===== src/rtl/seq_div.sv =====
// seq_div: iterative unsigned restoring divider, one quotient bit per clock
// Ports:
//   clk, rstn            clock, asynchronous active-low reset
//   start                request, accepted only while ready=1
//   dividend, divisor    operands captured on the accept edge
//   ready                high in IDLE
//   done                 one-cycle pulse when results load
//   quotient, remainder  held results
//   div_by_zero          set with results when the captured divisor was 0
module seq_div #(
   parameter int WIDTH = 8
) (
   input  logic             clk,
   input  logic             rstn,
   input  logic             start,
   input  logic [WIDTH-1:0] dividend,
   input  logic [WIDTH-1:0] divisor,
   output logic             ready,
   output logic             done,
   output logic [WIDTH-1:0] quotient,
   output logic [WIDTH-1:0] remainder,
   output logic             div_by_zero
);
   localparam int CW = $clog2(WIDTH + 1);
   typedef enum logic [1:0] {IDLE, CALC, DONE} state_t;
   state_t state, state_nxt;
   logic [WIDTH-1:0] dvd_q, dvs_q, rem_q, rem_nxt, quo_nxt;
   logic [CW-1:0] cnt;
   logic [WIDTH:0] shifted, trial;
   logic neg, last, accept;
   // The dividend register doubles as the quotient register: quotient bits
   // shift in at the bottom as dividend bits leave at the top.
   assign shifted = {rem_q, dvd_q[WIDTH-1]};
   assign trial = shifted - {1'b0, dvs_q};
   // A set top bit means shifted exceeds any divisor, so the trial cannot be
   // negative; otherwise the (WIDTH+1)-bit sign bit is exact.
   assign neg = ~shifted[WIDTH] & trial[WIDTH];
   assign rem_nxt = neg ? shifted[WIDTH-1:0] : trial[WIDTH-1:0];
   assign quo_nxt = {dvd_q[WIDTH-2:0], ~neg};
   assign last = (state == CALC) && (cnt == CW'(1));
   assign accept = (state == IDLE) && start;
   always_ff @(posedge clk or negedge rstn)
      if (!rstn) state <= IDLE;
      else state <= state_nxt;
   always_comb begin
      ready = (state == IDLE);
      done = (state == DONE);
      state_nxt = accept ? ((divisor == '0) ? DONE : CALC) :
                  last ? DONE :
                  (state == DONE) ? IDLE : state;
   end
   always_ff @(posedge clk or negedge rstn)
      if (!rstn) begin
         dvd_q <= '0;
         dvs_q <= '0;
         rem_q <= '0;
         cnt <= '0;
         quotient <= '0;
         remainder <= '0;
         div_by_zero <= 1'b0;
      end else if (accept) begin
         dvd_q <= dividend;
         dvs_q <= divisor;
         rem_q <= '0;
         cnt <= CW'(WIDTH);
         if (divisor == '0) begin
            quotient <= '1;
            remainder <= dividend;
            div_by_zero <= 1'b1;
         end
      end else if (state == CALC) begin
         dvd_q <= quo_nxt;
         rem_q <= rem_nxt;
         cnt <= cnt - CW'(1);
         if (last) begin
            quotient <= quo_nxt;
            remainder <= rem_nxt;
            div_by_zero <= 1'b0;
         end
      end
endmodule


===== config.mk =====
export PLATFORM = sky130hd
export DESIGN_NAME = seq_div
export DESIGN_NICKNAME = d
export VERILOG_FILES = /design/src/rtl/seq_div.sv
export SDC_FILE = /design/constraint.sdc
export NUM_CORES = 1
export LEC_CHECK = 0
export ABC_AREA = 1
export CAP_MARGIN = 20
export CORE_MARGIN = 3
export CORE_UTILIZATION = 49
export DETAILED_ROUTE_END_ITERATION = 10
export PLACE_DENSITY = 0.88
export SLEW_MARGIN = 20
export SYNTH_ARGS = -nofsm -noshare
export SYNTH_HDL_FRONTEND = slang
export SYNTH_SLANG_ARGS = --single-unit

===== constraint.sdc =====
create_clock -name clk -period 1.88 [get_ports clk]
set_input_delay 0.47 -clock clk [delete_from_list [all_inputs] [get_ports clk]]
set_output_delay 0.47 -clock clk [all_outputs]
set_load 0.005 [all_outputs]

=== Word level (Yosys, flattened, before mapping) ===
Index checks and enable logic that the tools add are counted.

* Add/subtract/negate cells: 2
* Eq/ne operators: 4
* Muxes and demuxes: 23
* Bitwise operators: 3
* Reduce and logical (&&, ||, !) cells: 8

{| class="wikitable"
|+ Operator list
! cell !! count
|-
| 8-bit two-way mux || 13
|-
| 9-bit by 8-bit subtractor with 9-bit output || 1
|-
| 8-bit logical NOT || 1
|-
| 2-bit two-way mux || 4
|-
| 4-bit two-way mux || 2
|-
| 4-bit by 1-bit == test with 1-bit output (second input constant) || 1
|-
| 1-bit two-way mux || 4
|-
| 2-bit nonzero test || 2
|-
| 4-bit by 1-bit subtractor with 4-bit output (second input constant) || 1
|-
| 3-bit AND reduction || 1
|-
| 3-bit nonzero test || 1
|-
| 2-bit by 1-bit == test with 1-bit output (second input constant) || 1
|-
| 2-bit == test (second input constant) || 1
|-
| 1-bit logical AND || 2
|-
| 2-bit logical NOT || 1
|-
| 2-bit by 1-bit inequality test with 1-bit output (second input constant) || 1
|-
| 1-bit NOT || 2
|-
| 1-bit AND || 1
|}

* Register bits: 47
* Input port bits: 19
* Output and inout port bits: 19

=== Logic depth before layout (Yosys ltp) ===
Gate-level depths: netlist of run 1.

* Word-level depth: 6
* Depth in mapped cells: 14
* Gate-level depth less buffers: 14

=== Worst setup path before layout of run 1 ===
OpenSTA, ideal clock, no wires.

* Kind: register -> register
* Start: reg dvd_q[7]
* End: reg remainder[7]
* Setup time: 113 ps
* Arrival time: 1673 ps
* Required time: 1767 ps
* Setup slack: 94 ps
* Stages on the path, launching flop included: 15
* Path through: dfrtp_1 inv_1 ha_1 inv_1 fa_1 nand2_1 nand2_1 nand3_2 nand2_2 nand2_4 nor2_8 nand2_1 nand3_1 nand2_1 inv_1

* Word-level cells in the longest chain between the ends: 6

{| class="wikitable"
|+ Ends and longest elaborated chain
! element !! line !! source
|-
| from (decl) || 27 || <nowiki>logic [WIDTH-1:0] dvd_q, dvs_q, rem_q, rem_nxt, quo_nxt;</nowiki>
|-
| from (signal assigned) || 62 || <nowiki>dvd_q <= dividend;</nowiki>
|-
| from (signal assigned) || 72 || <nowiki>dvd_q <= quo_nxt;</nowiki>
|-
| 9-bit by 8-bit subtractor with 9-bit output (*) || 34 || <nowiki>assign trial = shifted - {1'b0, dvs_q};</nowiki>
|-
| 1-bit AND || 37 || <nowiki>assign neg = ~shifted[WIDTH] & trial[WIDTH];</nowiki>
|-
| 8-bit two-way mux (*) || 38 || <nowiki>assign rem_nxt = neg ? shifted[WIDTH-1:0] : trial[WIDTH-1:0];</nowiki>
|-
| 8-bit two-way mux (*) || 75 || <nowiki>if (last) begin</nowiki>
|-
| 8-bit two-way mux (*) || 71 || <nowiki>end else if (state == CALC) begin</nowiki>
|-
| 8-bit two-way mux (*) || 61 || <nowiki>end else if (accept) begin</nowiki>
|-
| to (signal assigned) || 68 || <nowiki>remainder <= dividend;</nowiki>
|-
| to (signal assigned) || 77 || <nowiki>remainder <= rem_nxt;</nowiki>
|-
| to (decl) || 21 || <nowiki>output logic [WIDTH-1:0] remainder,</nowiki>
|}

Every way passes the cells marked *; elsewhere a longest branch is shown, timed or not. The select of a mux whose other input is x is not followed.
A chain may end at the register's enable or synchronous reset.

=== Worst setup path after layout of run 1 ===
* Start: reg dvd_q[7]
* End: reg remainder[0]

* Word-level cells in the longest chain between the ends: 6

{| class="wikitable"
|+ Ends and longest elaborated chain
! element !! line
|-
| 9-bit by 8-bit subtractor with 9-bit output || 34
|-
| 1-bit AND || 37
|-
| 8-bit two-way mux (*) || 38
|-
| 8-bit two-way mux (*) || 75
|-
| 8-bit two-way mux (*) || 71
|-
| 8-bit two-way mux (*) || 61
|}

Marked as above.

==> results.toml, run 1 <==
[clock_network]
cts_tree = "done"
cts.sinks = 47
cts_root_buffer = "clkbuf_8"
htree_levels = 2
clk_pin_slew_ns = 0.09
clock_latency_ns = 0.30
cts_buffers = 5
ctsHoldBuffers = 0
clockBufferDepth = 2

[yosys]
seq_area_frac_synth = 0.446
yosysUniqueCellTypes = 29
syn_avg_cell_area_um2 = 8.06
yosys_warnings = 0
syn_inst = 327
synthesis.nets = 357
synth-seq-cells = 47
netlist_area_mm2 = 0.00264

[floorplanning]
initial_core_util = 0.513
die_h_um = 79.4
die-area_mm2 = 0.00630
die_x_um = 79.4
core_mm2 = 0.00514
ios = 38
rows = 26

[critical_path]
crit_fanout = 3
timing.rr.start = "dvd_q[7]"
crit_required_ns = 2.07
crit_arrival_ns = 2.17
path_class = "reg2reg"
cp-startpoint = "dvd_q[7]"
worstSetupEndpointType = "register"
start_kind = "register"

[sta]
hold_violations = 0
clock.fmax_ghz = 0.505
worst_slew_pin_slew_ns = 0.440
drv_slew = 0
timing.final.crit_share = 1.05
fin_skew_ns = 0.00783
setup_violations = 12
fin_ws_ns = -0.101
timing.hold.ws_ns = 0.0992
tns_ns = -0.250
period_needed_ns = 1.98
rsz0062_at_grt = "true"
slew_headroom = 0.707

[drt]
post_drt_wl_per_cell_um = 13.6
ant_nets = 0
wl_mm = 6.27
drc = 0
drt_iter0_markers = 195
via_count = 2385
dr.pass1.iters = 4
vias_per_cell = 5.18

[global_route]
grt_pass1_wl_mm = 10.7
antenna_found_initial = 0
grt_max_degree = 31
grt-ovfl-total = 0
grt_pass1_vias = 2375
track_usage = 0.216

[layout]
fillCellCount = 437
multi_input_area_mm2 = 0.00121
final_cells = 460
layout.nets = 419
areaGrowthSynthToFinish_pct = 28.8
drive_gt1_frac = 0.144
regArea_mm2 = 0.00118
layout_common_cells = "nand2_1 (69), inv_1 (53), dfrtp_1 (46)"
diodes = 0
design_area_mm2 = 0.00339
final_common_cell = "nand2_1"

[min_path]
hold_path_class = "in2async"

[placed_design]
placedCellCount = 443
numPortBuffers = 37
dp_hpwl_mm = 4.61
place_area_mm2 = 0.00318
place.gp.congestion = 0.860

[power_and_ir_drop]
vdd_drop_max_uv = 302
power_uw = 1830
p_leak_uw = 0.00184
p_per_area_mw_per_mm2 = 538

[run]
cap_violations = 0

[status]
violations = "setup timing"
status = "complete, but fails checks"
-- worst max-delay path, cell delays in order, from the launching register on --
cell	delay, ns
dfrtp_1	0.41
inv_1	0.07
ha_2	0.17
inv_2	0.04
fa_2	0.34
nand2_2	0.07
nand2_2	0.08
nand3_4	0.08
nand2_4	0.08
buf_6	0.13
nand4_1	0.08
nand3_1	0.12
o21ai_1	0.12
inv_1	0.06
-- state kept, by name, summed over array words and instances, names as in the netlist --
signal / flops
cnt: 4
div_by_zero: 1
dvd_q: 8
dvs_q: 8
quotient: 8
rem_q: 8
remainder: 8
state: 2
-- where the power goes --
| part | switching (uW) | internal (uW) |
|---|---|---|
| Combinational | 33.1 | 40.8 |
| Clock | 346 | 396 |
| Sequential | 0 | 1010 |
-- final cells by class --
cell class / count / area share
inverters: 58 / 0.0649
repair buffers: 62 / 0.173
flip-flops and latches: 47 / 0.347
clock inverters: 3 / 0.0129
clock buffers: 5 / 0.0203
multi-input cells: 215 / 0.356
well taps: 70 / 0.0258
-- cells in the mapped netlist, drive strengths merged --
cell | instances | area, um^2
inv | 58 | 220
nor2 | 41 | 185
a21oi | 11 | 55.1
nand3 | 29 | 150
xnor2 | 2 | 17.5
o22ai | 3 | 18.8
nand4 | 6 | 52.6
a221o | 7 | 70.1
or2 | 5 | 31.3
dfrtp | 47 | 1180
o21ai | 15 | 75.1
xor2 | 2 | 17.5
nor3 | 1 | 5.00
o21a | 3 | 22.5
buf | 8 | 58.8
nand2 | 77 | 329
a31oi | 1 | 6.26
fa | 1 | 20.0
ha | 10 | 125
-- kinds of logic (layout without fill, tap and decap cells) --
family,Yosys count,in the layout,share of synthesized area
simple gates,159,160,0.286
buf+inv,66,128,0.106
flops,47,47,0.446
compound gates,40,40,0.0940
fa+ha+maj,11,11,0.0551
xor+xnor,4,4,0.0133
-- metrics by stage --
| step | util | setup WS, ns |
|---|---|---|
| global route | 0.660 | -0.149 |
| CTS | 0.651 | -0.0587 |
| detailed placement | 0.619 | -0.140 |
| floorplan | - | 0.0943 |
| finish | 0.660 | -0.101 |
| global placement | 0.619 | -0.0522 |
-- timing repair --
item | CTS | global route
pin swaps | 2 | 3
endpoints found under the setup margin | 18 | 26
cloned | 1 | 0
resized for setup | 11 | 3
buffers inserted | 2 | 6
-- metal layers --
layer / vias up / part of all wire / GRT usage
li1: 1168 / - / -
met1: 1118 / 0.40 / 0.264
met2: 77 / 0.51 / 0.371
met3: 22 / 0.057 / 0.0431
met4: 0 / 0.032 / 0.0893
met5: - / 0 / 0
-- worst paths after layout --
check / end / slack, ns / cells after the start
worst max-delay path: remainder[0] / -0.10 / 13
worst min-delay path: cnt[2] / 0.1 / 1
worst max register to register: remainder[0] / -0.10 / 13
worst min register to register: rem_q[7] / 0.50 / 2
max in group asynchronous: remainder[0] / 1.28 / 2
min in group clk: rem_q[7] / 0.50 / 2
Note: power is estimated with default switching activity, not from simulation.
==> run 2: changes to the inputs <==
Settings changed: CORE_UTILIZATION 49 to 45, GPL_TIMING_DRIVEN from default to 0, PLACE_DENSITY 0.88 to 0.83.
==> run 2 against run 1 <==
- the flow still finishes with violations (setup timing)
- worst setup slack better by 0.0060 ns
- clock power is 14% lower
- cell area is 0.33% lower
- largest power group unchanged
==> results.toml, run 2 (synthesized netlist as in run 1, its figures left out) <==
[drt]
dr.pass1.iters = 4
vias_per_cell = 5.20
post_drt_wl_per_cell_um = 13.8
drt_iter0_markers = 228
ant_nets = 0
via_count = 2383
wl_mm = 6.32
drc = 0

[critical_path]
critPathMaxStageDelay_ns = 0.40
crit_chain = "inv_1 -> ha_2 -> inv_2 -> fa_2 -> nand2_2 -> nand2_2 -> nand3_4 -> nand2_8 -> nand2_8 -> nor2_8 -> nand2_1 -> nand3_1 -> nand2_1 -> inv_1"
crit_fanout = 6
path_class = "reg2reg"
timing.rr.start = "dvd_q[7]"
crit_arrival_ns = 2.18
path_delay_family = "simple AND/OR/NAND/NOR gates"
crit_required_ns = 2.09
path_buf_inv = 3
critPathSlowestCell = "dfrtp_1"
start_kind = "register"
ff2ff_path_depth = 14
rr_endpoint = "remainder[3]"
ff2ff_setup_slack_ns = -0.09
worstSetupEndpointType = "register"

[floorplanning]
ios = 38
core_mm2 = 0.00557
initial_core_util = 0.473
rows = 27
die-area_mm2 = 0.00681
die_h_um = 82.5
die_x_um = 82.5

[layout]
drive_gt1_frac = 0.150
areaGrowthSynthToFinish_pct = 28.3
final_cells = 458
layout.nets = 415
final_common_cell = "nand2_1"
post-route-util = 0.607
layout_common_cells = "nand2_1 (69), inv_1 (53), dfrtp_1 (45)"
diodes = 0

[sta]
timing.final.crit_share = 1.05
setup_violations = 16
rsz0062_at_grt = "true"
timing.hold.ws_ns = 0.0998
slew_headroom = 0.692
fin_ws_ns = -0.0950
hold_violations = 0
drv_slew = 0
clock.fmax_ghz = 0.506
period_needed_ns = 1.97
worst_slew_pin_slew_ns = 0.462
fin_skew_ns = 0.00955

[run]
cap_violations = 0

[power_and_ir_drop]
power_uw = 1720
p_per_area_mw_per_mm2 = 509
vdd_drop_max_uv = 285
p_leak_uw = 0.00180

[global_route]
grt_pass1_wl_mm = 9.65
antenna_found_initial = 0
grt-ovfl-total = 0
track_usage = 0.186
grt_pass1_vias = 2218
grt_max_degree = 30

[placed_design]
dp_hpwl_mm = 4.41
placedCellCount = 437
numPortBuffers = 37
place.gp.congestion = 0.880

[min_path]
hold_path_class = "in2async"

[clock_network]
cts_buffers = 5
cts_root_buffer = "clkbuf_8"
cts.sinks = 47
clockBufferDepth = 2
clock_latency_ns = 0.31
htree_levels = 2
clk_pin_slew_ns = 0.09
cts_tree = "done"

[status]
status = "complete, but fails checks"
violations = "setup timing"
run 2: timing repair:
action,in CTS,in global routing
pin swaps,0,6
setup endpoints to repair,19,21
resized for setup,5,18
hold buffers,0,0
cloned,1,0
setup buffers,4,8
run 2: per-stage QoR:
stage               setup TNS (ns)  area (um^2)  worst slack [ns]
floorplan                        0         2640            0.0943
global placement            -45.98         3100            -0.917
detailed placement           -3.20         3110            -0.161
CTS                       -0.00108         3270          -0.00108
global route                 -2.76         3380            -0.205
finish                      -0.901         3380           -0.0950
run 2: layout make-up:
class | instances | area (um^2)
Sequential cell | 47 | 1180
Clock inverter | 1 | 8.76
Fill cell | 479 | 2190
Clock buffer | 7 | 86.3
Multi-Input combinational cell | 215 | 1260
Tap cell | 72 | 90.1
Timing Repair Buffer | 50 | 478
Buffer | 8 | 58.8
Inverter | 58 | 220
run 2: report_power, final:
group          internal (uW)  switching, uW
combinational           38.2           31.8
sequential              1010              0
clock                    302            340
run 2: worst reg2reg max path: stages, from the launching register on:
cell,delay (ns)
dfrtp_1,0.40
inv_1,0.07
ha_2,0.17
inv_2,0.04
fa_2,0.34
nand2_2,0.08
nand2_2,0.08
nand3_4,0.13
nand2_8,0.09
nand2_8,0.12
nor2_8,0.05
nand2_1,0.09
nand3_1,0.09
nand2_1,0.07
inv_1,0.04
run 2: how the worst max path moves through the flow:
stage	startpoint	end	slack [ns]	depth (start not counted)
3_3_place_gp	rstn	remainder[5]	-0.92	1
4_1_cts	dvd_q[7]	remainder[7]	-0.001	14
5_1_grt	dvd_q[7]	remainder[3]	-0.20	14
6_report	dvd_q[7]	remainder[3]	-0.09	14
3_5_place_dp	divisor[5]	remainder[7]	-0.16	9
2_1_floorplan	dvd_q[7]	remainder[7]	0.09	14
run 2: metal layers:
metal  GRT usage  wire [um]  vias to the layer above
met4      0.0605        173                        0
met5           0          0                        -
met1       0.221       2570                     1126
met3      0.0390        374                       20
li1            -          -                     1154
met2       0.333       3210                       83
==> run 3: changes to the inputs <==
Settings changed: MAX_ROUTING_LAYER from default to met4, SKIP_LAST_GASP from default to 1.
==> run 3 against run 2 <==
- largest power group unchanged
- non-clock buffer count down 1
- clock-buffer cell count down 2
- the flow still finishes with violations (setup timing)
- first-iteration DRC count down 23%
==> results.toml, run 3 (synthesized netlist as in run 1, its figures left out) <==
[power_and_ir_drop]
p_leak_uw = 0.00181
p_per_area_mw_per_mm2 = 535
vdd_drop_max_uv = 455

[layout]
final_common_cell = "nand2_1"
drive_gt1_frac = 0.177
final_cells = 457
layout.nets = 414
areaGrowthSynthToFinish_pct = 30.1
layout_common_cells = "nand2_1 (62), inv_1 (52), dfrtp_1 (46)"
diodes = 0

[critical_path]
start_kind = "register"
crit_fanout = 2
crit_required_ns = 2.13
path_class = "reg2reg"
timing.rr.start = "dvd_q[7]"
cp-startpoint = "dvd_q[7]"
worstSetupEndpointType = "register"
crit_arrival_ns = 2.22

[sta]
hold_violations = 0
tns_ns = -0.323
timing.final.crit_share = 1.05
clock.fmax_ghz = 0.507
worst_slew_pin_slew_ns = 0.471
period_needed_ns = 1.97
rsz0062_at_grt = "true"
slew_headroom = 0.686
fin_skew_ns = 0.00796
setup_violations = 13
fin_ws_ns = -0.0914
drv_slew = 0

[status]
status = "complete, but fails checks"
violations = "setup timing"

[floorplanning]
ios = 38
die-area_mm2 = 0.00681
initial_core_util = 0.473
core_mm2 = 0.00557
rows = 27
die_x_um = 82.5
die_h_um = 82.5

[global_route]
antenna_found_initial = 0
grt_pass1_wl_mm = 9.76
grt_max_degree = 30
track_usage = 0.194
grt_pass1_vias = 2175
grt-ovfl-total = 0

[drt]
wl_mm = 6.20
drc = 0
ant_nets = 0
vias_per_cell = 5.23
post_drt_wl_per_cell_um = 13.6
dr.pass1.iters = 4
drt_iter0_markers = 176
via_count = 2388

[clock_network]
cts.sinks = 47
ctsHoldBuffers = 0
clk_pin_slew_ns = 0.09
htree_levels = 2
clock_latency_ns = 0.31
clockBufferDepth = 2
cts_root_buffer = "clkbuf_8"
cts_buffers = 5
cts_tree = "done"

[placed_design]
dp_hpwl_mm = 4.43
place.gp.congestion = 0.893
placedCellCount = 437
numPortBuffers = 37

[run]
cap_violations = 0

[min_path]
hold_path_class = "in2async"
## run 3: worst paths after layout
check	to	slack [ns]	cells past startpoint
min reg2reg	rem_q[7]	0.49	2
min in group clk	rem_q[7]	0.49	2
max reg2reg	rem_q[4]	-0.09	13
max in group asynchronous	state[1]	1.26	2
max	rem_q[4]	-0.09	13
min	cnt[3]	0.11	1
## run 3: final cells by class
type                    instances  area [um^2]
flip-flops and latches         47         1180
multi-input cells             215         1300
repair buffers                 49          470
clock buffers                   5         68.8
well taps                      72         90.1
clock inverters                 3         43.8
fillers                       451         2140
inverters                      58          220
plain buffers                   8         58.8
## run 3: worst max-delay path, stage by stage, from the launching register on
cell	delay [ns]
dfrtp_1	0.41
inv_1	0.07
ha_2	0.17
inv_2	0.04
fa_2	0.35
nand2_2	0.08
nand2_2	0.08
buf_4	0.14
nand2_1	0.09
xnor2_1	0.18
nand2_2	0.10
nand2_1	0.08
nand2_1	0.06
nand2_1	0.06
## run 3: repair_timing
item,4_1_cts,5_1_grt
resized for setup,5,25
pin swaps,0,5
endpoints found under the setup margin,19,20
gates cloned,1,0
setup buffers,4,7
## run 3: per-layer routing
layer | track usage | wire length [um] | vias up
met2 | 0.341 | 3220 | 64
met1 | 0.226 | 2580 | 1156
met4 | 0.0490 | 74 | 0
met3 | 0.0423 | 328 | 13
li1 | - | - | 1155
met5 | - | 0 | -
## run 3: power by group
part	total [uW]	switching (uW)	leakage, uW	internal (uW)
sequential	1010	0	0.000552	1010
combinational	70.1	32.0	0.00120	38.2
clock	756	359	0.0000581	396
## run 3: stage by stage
stage	setup slack [ns]	util	hold WS (ns)	cell area (um^2)	power (uW)
after floorplan	0.0943	-	0.174	2640	1040
final	-0.0914	0.615	0.107	3430	1840
after detailed placement	-0.159	0.558	0.448	3110	1100
after global placement	-0.912	0.556	0.465	3100	1100
after global routing	-0.195	0.615	0.127	3430	1900
after CTS	-0.00191	0.589	0.118	3280	1840
